[src/rtl/ntt_pointwise_mul_pkg.sv]
// Shared NTT definitions: ring dimensions, modulus, Barrett constant and controller state encoding.
package ntt_pointwise_mul_pkg;

    localparam int NTT_N    = 256;
    localparam int NTT_LOGN = 8;
    localparam int NTT_DW   = 14;
    localparam int NTT_Q    = 12289;

    // floor(2^(2*dw) / q), the Barrett multiplier for full-width products
    function automatic longint unsigned barrett_const(input int dw, input int q);
        return (64'd1 << (2 * dw)) / 64'(q);
    endfunction

    localparam longint unsigned NTT_BARRETT = barrett_const(NTT_DW, NTT_Q);

    typedef enum logic [1:0] {
        ST_IDLE  = 2'd0,
        ST_RUN   = 2'd1,
        ST_DRAIN = 2'd2,
        ST_FIN   = 2'd3
    } ntt_state_e;

endpackage

[src/rtl/ntt_pointwise_mul_mod_mul.sv]
// Two-stage modular multiplier: full-width product, then Barrett reduction with one conditional subtract.
module mod_mul
    import ntt_pointwise_mul_pkg::*;
#(
    parameter int DW = NTT_DW,
    parameter int Q  = NTT_Q
) (
    input  logic          clk,
    input  logic          rst_n,
    input  logic [DW-1:0] i_a,
    input  logic [DW-1:0] i_b,
    input  logic          i_vld,
    output logic [DW-1:0] o_r,
    output logic          o_vld
);

    localparam int PW = 4 * DW + 1;
    localparam logic [PW-1:0] BARRETT_M = PW'(barrett_const(DW, Q));
    localparam logic [PW-1:0] Q_W       = PW'(Q);
    localparam logic [DW:0]   Q_R       = (DW + 1)'(Q);

    logic [2*DW-1:0] r_prod;
    logic            r_vld1;
    logic [DW-1:0]   r_res;
    logic            r_vld2;
    logic [PW-1:0]   w_qest;
    logic [DW:0]     w_rem;
    logic [DW:0]     w_red;

    // The quotient estimate is short by at most one for any 2*DW-bit product, so w_rem < 2*Q.
    always_comb begin
        w_qest = (PW'(r_prod) * BARRETT_M) >> (2 * DW);
        w_rem  = (DW + 1)'(PW'(r_prod) - w_qest * Q_W);
        w_red  = (w_rem >= Q_R) ? (w_rem - Q_R) : w_rem;
    end

    always_ff @(posedge clk or negedge rst_n) begin
        if (!rst_n) begin
            r_prod <= '0;
            r_vld1 <= 1'b0;
            r_res  <= '0;
            r_vld2 <= 1'b0;
        end else begin
            r_prod <= (2 * DW)'(i_a) * (2 * DW)'(i_b);
            r_vld1 <= i_vld;
            r_res  <= DW'(w_red);
            r_vld2 <= r_vld1;
        end
    end

    assign o_r   = r_res;
    assign o_vld = r_vld2;

endmodule

[src/rtl/ntt_pointwise_mul.sv]
// Pointwise NTT-domain product C[i] = A[i]*B[i] mod Q, streaming one coefficient per cycle.
// state | meaning: IDLE wait for enable | RUN issue reads 0..N-1 | DRAIN flush pipeline | FIN done pulse
module ntt_pointwise_mul
    import ntt_pointwise_mul_pkg::*;
#(
    parameter int N    = NTT_N,
    parameter int LOGN = NTT_LOGN,
    parameter int DW   = NTT_DW,
    parameter int Q    = NTT_Q
) (
    input  logic            clk,
    input  logic            rst,
    input  logic            enable,
    output logic            busy,
    output logic            done,
    output logic [LOGN-1:0] a_addr,
    input  logic [DW-1:0]   a_rdata,
    output logic [LOGN-1:0] b_addr,
    input  logic [DW-1:0]   b_rdata,
    output logic [LOGN-1:0] c_addr,
    output logic [DW-1:0]   c_wdata,
    output logic            c_we
);

    localparam logic [LOGN-1:0] LAST = LOGN'(N - 1);

    ntt_state_e      r_state;
    ntt_state_e      w_state_nxt;
    logic [LOGN-1:0] r_rd_addr;
    logic [LOGN-1:0] r_wr_addr;
    logic            r_rd_vld;
    logic            w_mm_vld;
    logic [DW-1:0]   w_mm_r;
    logic            w_we;

    always_ff @(posedge clk or negedge rst) begin
        if (!rst) r_state <= ST_IDLE;
        else      r_state <= w_state_nxt;
    end

    always_comb begin
        w_state_nxt = r_state;
        case (r_state)
            ST_IDLE:  if (enable) w_state_nxt = ST_RUN;
            ST_RUN:   if (r_rd_addr == LAST) w_state_nxt = ST_DRAIN;
            ST_DRAIN: if (w_we && r_wr_addr == LAST) w_state_nxt = ST_FIN;
            ST_FIN:   w_state_nxt = ST_IDLE;
            default:  w_state_nxt = ST_IDLE;
        endcase
    end

    always_comb begin
        busy = (r_state == ST_RUN) || (r_state == ST_DRAIN);
        done = (r_state == ST_FIN);
        w_we = w_mm_vld && busy;
    end

    // RAM read data lags the address by one cycle, so the multiplier valid is the delayed issue flag.
    always_ff @(posedge clk or negedge rst) begin
        if (!rst) begin
            r_rd_addr <= '0;
            r_rd_vld  <= 1'b0;
            r_wr_addr <= '0;
        end else begin
            r_rd_addr <= (r_state == ST_RUN) ? r_rd_addr + 1'b1 : '0;
            r_rd_vld  <= (r_state == ST_RUN);
            if (w_we)                      r_wr_addr <= r_wr_addr + 1'b1;
            else if (r_state == ST_IDLE)   r_wr_addr <= '0;
        end
    end

    mod_mul #(
        .DW (DW),
        .Q  (Q)
    ) u_mod_mul (
        .clk   (clk),
        .rst_n (rst),
        .i_a   (a_rdata),
        .i_b   (b_rdata),
        .i_vld (r_rd_vld),
        .o_r   (w_mm_r),
        .o_vld (w_mm_vld)
    );

    assign a_addr  = r_rd_addr;
    assign b_addr  = r_rd_addr;
    assign c_addr  = r_wr_addr;
    assign c_wdata = w_mm_r;
    assign c_we    = w_we;

endmodule

[config.mk]
export PLATFORM = sky130hd
export DESIGN_NAME = ntt_pointwise_mul
export DESIGN_NICKNAME = d
export VERILOG_FILES = /design/src/rtl/ntt_pointwise_mul_pkg.sv /design/src/rtl/ntt_pointwise_mul_mod_mul.sv /design/src/rtl/ntt_pointwise_mul.sv
export SDC_FILE = /design/constraint.sdc
export NUM_CORES = 1
export LEC_CHECK = 0
export CELL_PAD_IN_SITES_DETAIL_PLACEMENT = 0
export CELL_PAD_IN_SITES_GLOBAL_PLACEMENT = 1
export CORE_ASPECT_RATIO = 1.75
export CORE_MARGIN = 2
export CORE_UTILIZATION = 25
export CTS_CLUSTER_DIAMETER = 60
export DETAILED_ROUTE_END_ITERATION = 6
export GPL_TIMING_DRIVEN = 0
export PLACE_DENSITY = 0.52
export SYNTH_ARGS = -nofsm -noshare
export SYNTH_HDL_FRONTEND = slang
export SYNTH_SLANG_ARGS = --single-unit
[constraint.sdc]
create_clock -name clk -period 11.6 [get_ports clk]
set_clock_uncertainty 0.2 [all_clocks]
set_input_delay 1.16 -clock clk [delete_from_list [all_inputs] [get_ports clk]]
set_output_delay 1.16 -clock clk [all_outputs]
set_load 0.01 [all_outputs]
==> impl_metrics.json, run 1 <==
{
  "overflow": 0,
  "holdWs_ns": 0.147,
  "vias": 12600,
  "yosys-top-cells-count": "inv_1 (515), ha_1 (341), fa_1 (284)",
  "grt_pass1_wl_um": 75300,
  "place_congestion": 0.816,
  "fp.coreArea_um2": 70500,
  "dp_hpwl_um": 41800,
  "final_core_util_pct": 28.4,
  "h-tree-depth": 3,
  "wl_per_cell_um": 16.0,
  "drv_slew": 0,
  "tritoncts": "built",
  "hold_class": "flip-flop to flip-flop",
  "final_net_count": 2666,
  "initial_utilization_pct": 25.1,
  "place_inst": 2907,
  "timing.final.crit_share_pct": 95.3,
  "clk_pin_slew_worst_paths_ns": 0.06,
  "fp.dieArea_um2": 73200,
  "ant_nets": 0,
  "clkLatencyLatePin_ns": 0.38,
  "hp-start": "r_rd_vld",
  "ys_types": 73,
  "grt_start_max_net_pins": 50,
  "crit_start": "u_mod_mul.r_prod[5]",
  "synthTopCellsByArea": "fa_1 (32%), ha_1 (24%), inv_1 (11%)",
  "crit_type": "flip-flop to flip-flop",
  "fillers": 7472,
  "fin_cells": 2932,
  "maxSlewHeadroom_pct": 45.9,
  "synth_async_sr_flop_share_pct": 100,
  "synth_top_family_by_area": "adder cells",
  "grt_pass1_vias": 14300,
  "synth_compound_area_share_pct": 7.36,
  "multi_input_area_um2": 14100,
  "status": "finished, final reports clean",
  "synthSimpleGateAreaFrac_pct": 11.4,
  "synth.top_cell.area_share_pct": 32.1,
  "max_stage_delay_ns": 0.56,
  "seq_area_um2": 1580,
  "rows": 129,
  "cp-end-kind": "flip-flop",
  "grt_usage_pct": 13.5,
  "vias_per_cell": 4.29,
  "reg2reg_slack_ns": 0.54,
  "fin_crit_ns": 11.06,
  "synth_xor_area_share_pct": 3.89,
  "synth_flop_cell": "dfrtp_1",
  "drt_wl_total_um": 46800,
  "syn_area_um2": 17700,
  "drtPass1Iterations": 4,
  "synth_warnings": 0,
  "synth_edf_count": 0,
  "die_y_um": 356,
  "cp.arrival_ns": 11.11,
  "placed_cell_area_um2": 19600,
  "cts_sinks": 63,
  "root_buffer": "clkbuf_16",
  "synth_fa_ha_area_share_pct": 56.1,
  "slowest_stage": "fa_1",
  "ys_ff_latch": 63,
  "cts_buffers": 9,
  "synth_top_area_cell": "fa_1",
  "drt_iter0_markers": 221,
  "port_buffers": 71,
  "maxCapViolCount": 0,
  "tightest_slew_ns": 0.806,
  "setup_viol": 0,
  "die-width_um": 205,
  "path_common_cell": "inv_1",
  "path_max_fanout": 10,
  "clock.fmax_ghz": 0.0904,
  "n_antenna_cell": 0,
  "drive_gt1_share_pct": 3.57,
  "hold_viol": 0,
  "yosysSeqAreaShare_pct": 8.89,
  "grt_antenna_before_repair": 0,
  "synthMuxAreaShare_pct": 0.296,
  "yosysMostFrequentCell": "inv_1",
  "syn_inst": 1918,
  "synth_area_per_cell_um2": 9.25,
  "final_area_um2": 20100,
  "synth_nets": 2574,
  "areaGrowthSynthToFinish_pct": 13.1,
  "cp.required_ns": 11.65,
  "cts_buffer_depth": 2,
  "post-route-drc-count": 0,
  "r2r_start": "u_mod_mul.r_prod[5]",
  "io_pins": 72,
  "start_kind": "flip-flop"
}
-- placed cells by master (no fill, tap or decap), types with 31 or more instances in the layout --
master,Yosys,routed
clkbuf_1,30,31
a21oi_1,51,51
inv_1,515,515
and2_1,104,104
ha_1,341,341
nand2_1,142,142
xnor2_1,52,50
nor2_1,38,38
fa_1,284,284
clkdlybuf4s50_1,0,70
o21ai_0,40,38
dfrtp_1,63,59
-- registers in the layout, summed over array words and instances, names as in the netlist --
name and count:
r_state 2, a_addr 8, r_rd_vld 1, u_mod_mul.o_vld 1, u_mod_mul.r_prod 28, c_addr 8
u_mod_mul.o_r 14, u_mod_mul.r_vld1 1
-- layer usage --
layer,up-vias,wire length (um),track usage (%)
li1,6134,-,-
met1,6190,16400,12.9
met2,162,27400,28.0
met3,83,832,1.13
met4,0,2150,6.23
met5,-,0,0
-- timing repair --
| action | 4_1_cts | 5_1_grt |
|---|---|---|
| setup buffers | 0 | 9 |
| pin swaps | 0 | 4 |
| hold buffers | 0 | 0 |
| endpoints found under the setup margin | 11 | 14 |
| gates resized for setup | 4 | 10 |
-- cell families after synthesis --
| family | Yosys count |
|---|---|
| AND/OR/NAND/NOR | 395 |
| flip-flops | 63 |
| multiplexers | 5 |
| XOR/XNOR | 78 |
| buffers and inverters | 558 |
| AO/OA/AOI/OAI | 194 |
| adder cells (fa/ha/maj) | 625 |
-- final cells by class --
| cell class | count | share of cell area [%] |
|---|---|---|
| inverters | 516 | 9.66 |
| flip-flops and latches | 63 | 7.89 |
| multi-input cells | 1297 | 70.2 |
| clock buffers | 10 | 1.14 |
| clock inverters | 6 | 0.424 |
| well taps | 917 | 5.72 |
| plain buffers | 42 | 0.986 |
| repair buffers | 81 | 4.01 |
-- stage by stage --
| stage | setup TNS (ns) | setup WS (ns) |
|---|---|---|
| after CTS | 0 | 0.0174 |
| after global routing | -0.000901 | -0.000901 |
| after floorplan | 0 | 1.49 |
| after global placement | -0.0959 | -0.0453 |
| final | 0 | 0.544 |
| after detailed placement | -0.607 | -0.109 |
-- path summary, 6_finish.rpt --
path	to	depth (start not counted)
max in group asynchronous	u_mod_mul.r_prod[4]	2
max reg2reg	u_mod_mul.o_r[13]	41
min	u_mod_mul.r_vld1	0
min reg2reg	u_mod_mul.r_vld1	0
max	u_mod_mul.o_r[13]	41
min in group asynchronous	u_mod_mul.o_r[11]	1
-- critical path, delay by kind of cell, from the launching register on --
kind | cells | cell delay [ns]
multiplexers | 1 | 0.28
AND/OR/NAND/NOR | 4 | 0.92
flip-flops | 1 | 0.47
buffers and inverters | 11 | 0.69
adder cells (fa/ha/maj) | 14 | 6.04
XOR/XNOR | 2 | 0.24
AO/OA/AOI/OAI | 9 | 2.08
Power of run 1 is not shown: default switching activity piles up to over one toggle a cycle in this logic, so the estimate is an artifact.
==> inputs of run 2 (changes only) <==
Settings changed: CORE_UTILIZATION 25 to 29, PLACE_DENSITY 0.52 to 0.58, SKIP_CTS_REPAIR_TIMING set to 1.
==> run 2 against run 1 <==
  * Register-to-register slack gained 0.03 ns
  * Critical path depth shrank 1
  * Clock-buffer cell count is the same
  * Fmax grew 0.31%
  * Setup slack gained 0.034 ns
  * First-iteration DRC count grew 25%
  * Worst hold slack lost 0.00079 ns
  * Sequential share of layout area grew 0.068 points
  * Routed wire length shrank 4.5%
  * Final cell count shrank 4.5%
  * Die area shrank 14%
  * Global-route usage grew 1.6 points
  * Critical path type unchanged
  * Highest routed layer unchanged
==> impl_metrics.json, run 2 (synthesized netlist as in run 1, its figures left out) <==
{
  "status": "finished, final reports clean",
  "clkLatencyLatePin_ns": 0.37,
  "cp-end-kind": "flip-flop",
  "vias_per_cell": 4.49,
  "grt_start_max_net_pins": 50,
  "final_net_count": 2659,
  "rsz0062_at_grt": "false",
  "crit_type": "flip-flop to flip-flop",
  "drv_slew": 0,
  "worstHoldPathCells": 0,
  "drive_gt1_share_pct": 3.49,
  "maxSlewHeadroom_pct": 47.3,
  "ant_nets": 0,
  "largest_register_ffs": 28,
  "layout_setup_ws_ns": 0.578,
  "max_stage_delay_ns": 0.57,
  "cp.required_ns": 11.69,
  "cts_buffer_depth": 2,
  "grt_pass1_wl_um": 73100,
  "grtUsageMet2_pct": 31.6,
  "drt_wl_total_um": 44700,
  "setup_viol": 0,
  "clk_pin_slew_worst_paths_ns": 0.06,
  "cts_sinks": 63,
  "overflow": 0,
  "maxCapViolCount": 0,
  "start_kind": "flip-flop",
  "h-tree-depth": 3,
  "r2r_cells": 40,
  "wl_per_cell_um": 16.0,
  "cts_buffers": 9,
  "grt_usage_pct": 15.1,
  "pre_cts_slack_ns": -0.0482,
  "hold_viol": 0,
  "final_common_cell": "inv_1",
  "n_antenna_cell": 0,
  "initial_utilization_pct": 29.2,
  "hold_class": "flip-flop to flip-flop",
  "path_common_cell": "inv_1",
  "drtPass1Iterations": 5,
  "die-width_um": 191,
  "tightest_slew_ns": 0.791,
  "root_buffer": "clkbuf_16",
  "post-route-drc-count": 0,
  "tritoncts": "built",
  "timing.final.crit_share_pct": 95.0,
  "cp.arrival_ns": 11.11,
  "grt_pass1_vias": 14300,
  "die_y_um": 331,
  "fp.dieArea_um2": 63200,
  "io_pins": 72,
  "grt_antenna_before_repair": 0,
  "port_buffers": 71,
  "slowest_stage": "fa_1",
  "path_max_fanout": 7,
  "largest_register": "u_mod_mul.r_prod",
  "final_cell_mix": "inv_1 (515), ha_1 (341), fa_1 (284)",
  "fillers": 6447,
  "fin_cells": 2801,
  "place_congestion": 0.856,
  "areaGrowthSynthToFinish_pct": 12.3,
  "drt_iter0_markers": 276,
  "use_met1_pct": 14.1,
  "vias": 12600,
  "clock.fmax_ghz": 0.0907,
  "fp.coreArea_um2": 60800,
  "busiest_layer": "met2",
  "place_inst": 2783,
  "rows": 120,
  "dp_hpwl_um": 40300,
  "fin_crit_ns": 11.02,
  "use_met3_pct": 1.17
}
## run 2: cell types whose count changed in the layout (fill, tap and decap cells not counted), moves of 2 or more
cell,before,now
clkinv_4,0,2
xnor2_2,2,4
clkinvlp_4,2,0
clkinv_2,2,0
xnor2_1,50,48
dfrtp_1,59,57
buf_4,18,11
dfrtp_2,4,6
## run 2: cell type report
class | count | area [um2] | share of cell area [%]
Tap cell | 793 | 992 | 4.98
Multi-Input combinational cell | 1297 | 14100 | 70.8
Timing Repair Buffer | 74 | 751 | 3.77
Clock inverter | 6 | 116 | 0.584
Clock buffer | 10 | 239 | 1.20
Buffer | 42 | 200 | 1.01
Sequential cell | 63 | 1580 | 7.96
Inverter | 516 | 1940 | 9.73
## run 2: worst paths after layout
path                                          start                   to  slack (ns)
worst max register to register  u_mod_mul.r_prod[5]     u_mod_mul.o_r[5]        0.58
worst max-delay path            u_mod_mul.r_prod[5]     u_mod_mul.o_r[5]        0.58
worst min register to register     u_mod_mul.r_vld1      u_mod_mul.o_vld        0.15
worst min-delay path               u_mod_mul.r_vld1      u_mod_mul.o_vld        0.15
max in group asynchronous                       rst  u_mod_mul.r_prod[1]       10.17
min in group asynchronous                       rst    u_mod_mul.o_r[11]        0.45
## run 2: layer usage
metal / vias to the layer above / wire [um]
met5: - / 0
met4: 0 / 2220
met3: 93 / 679
met2: 161 / 26300
met1: 6192 / 15500
li1: 6125 / -
## run 2: per-stage QoR
stage | instance area, um2 | hold WS, ns | setup TNS, ns | util, %
after floorplan | 17700 | 0.131 | 0 | -
after global placement | 19400 | 0.131 | 0 | 32.0
after detailed placement | 19500 | 0.136 | -0.0662 | 32.0
after CTS | 19800 | 0.154 | -0.140 | 32.6
after global routing | 19900 | 0.164 | 0 | 32.7
final | 19900 | 0.147 | 0 | 32.7
## run 2: critical path: cells and delay by family, from the launching register on
family / cells / cell delay [ns]
AOI/OAI and AO/OA: 9 / 2.23
xor gates and xnor gates: 3 / 0.53
adders and majority gates: 14 / 6.08
buffers and inverters: 10 / 0.56
and+or+nand+nor: 4 / 0.84
DFF: 1 / 0.52
Power of run 2 is left out for the same reason.
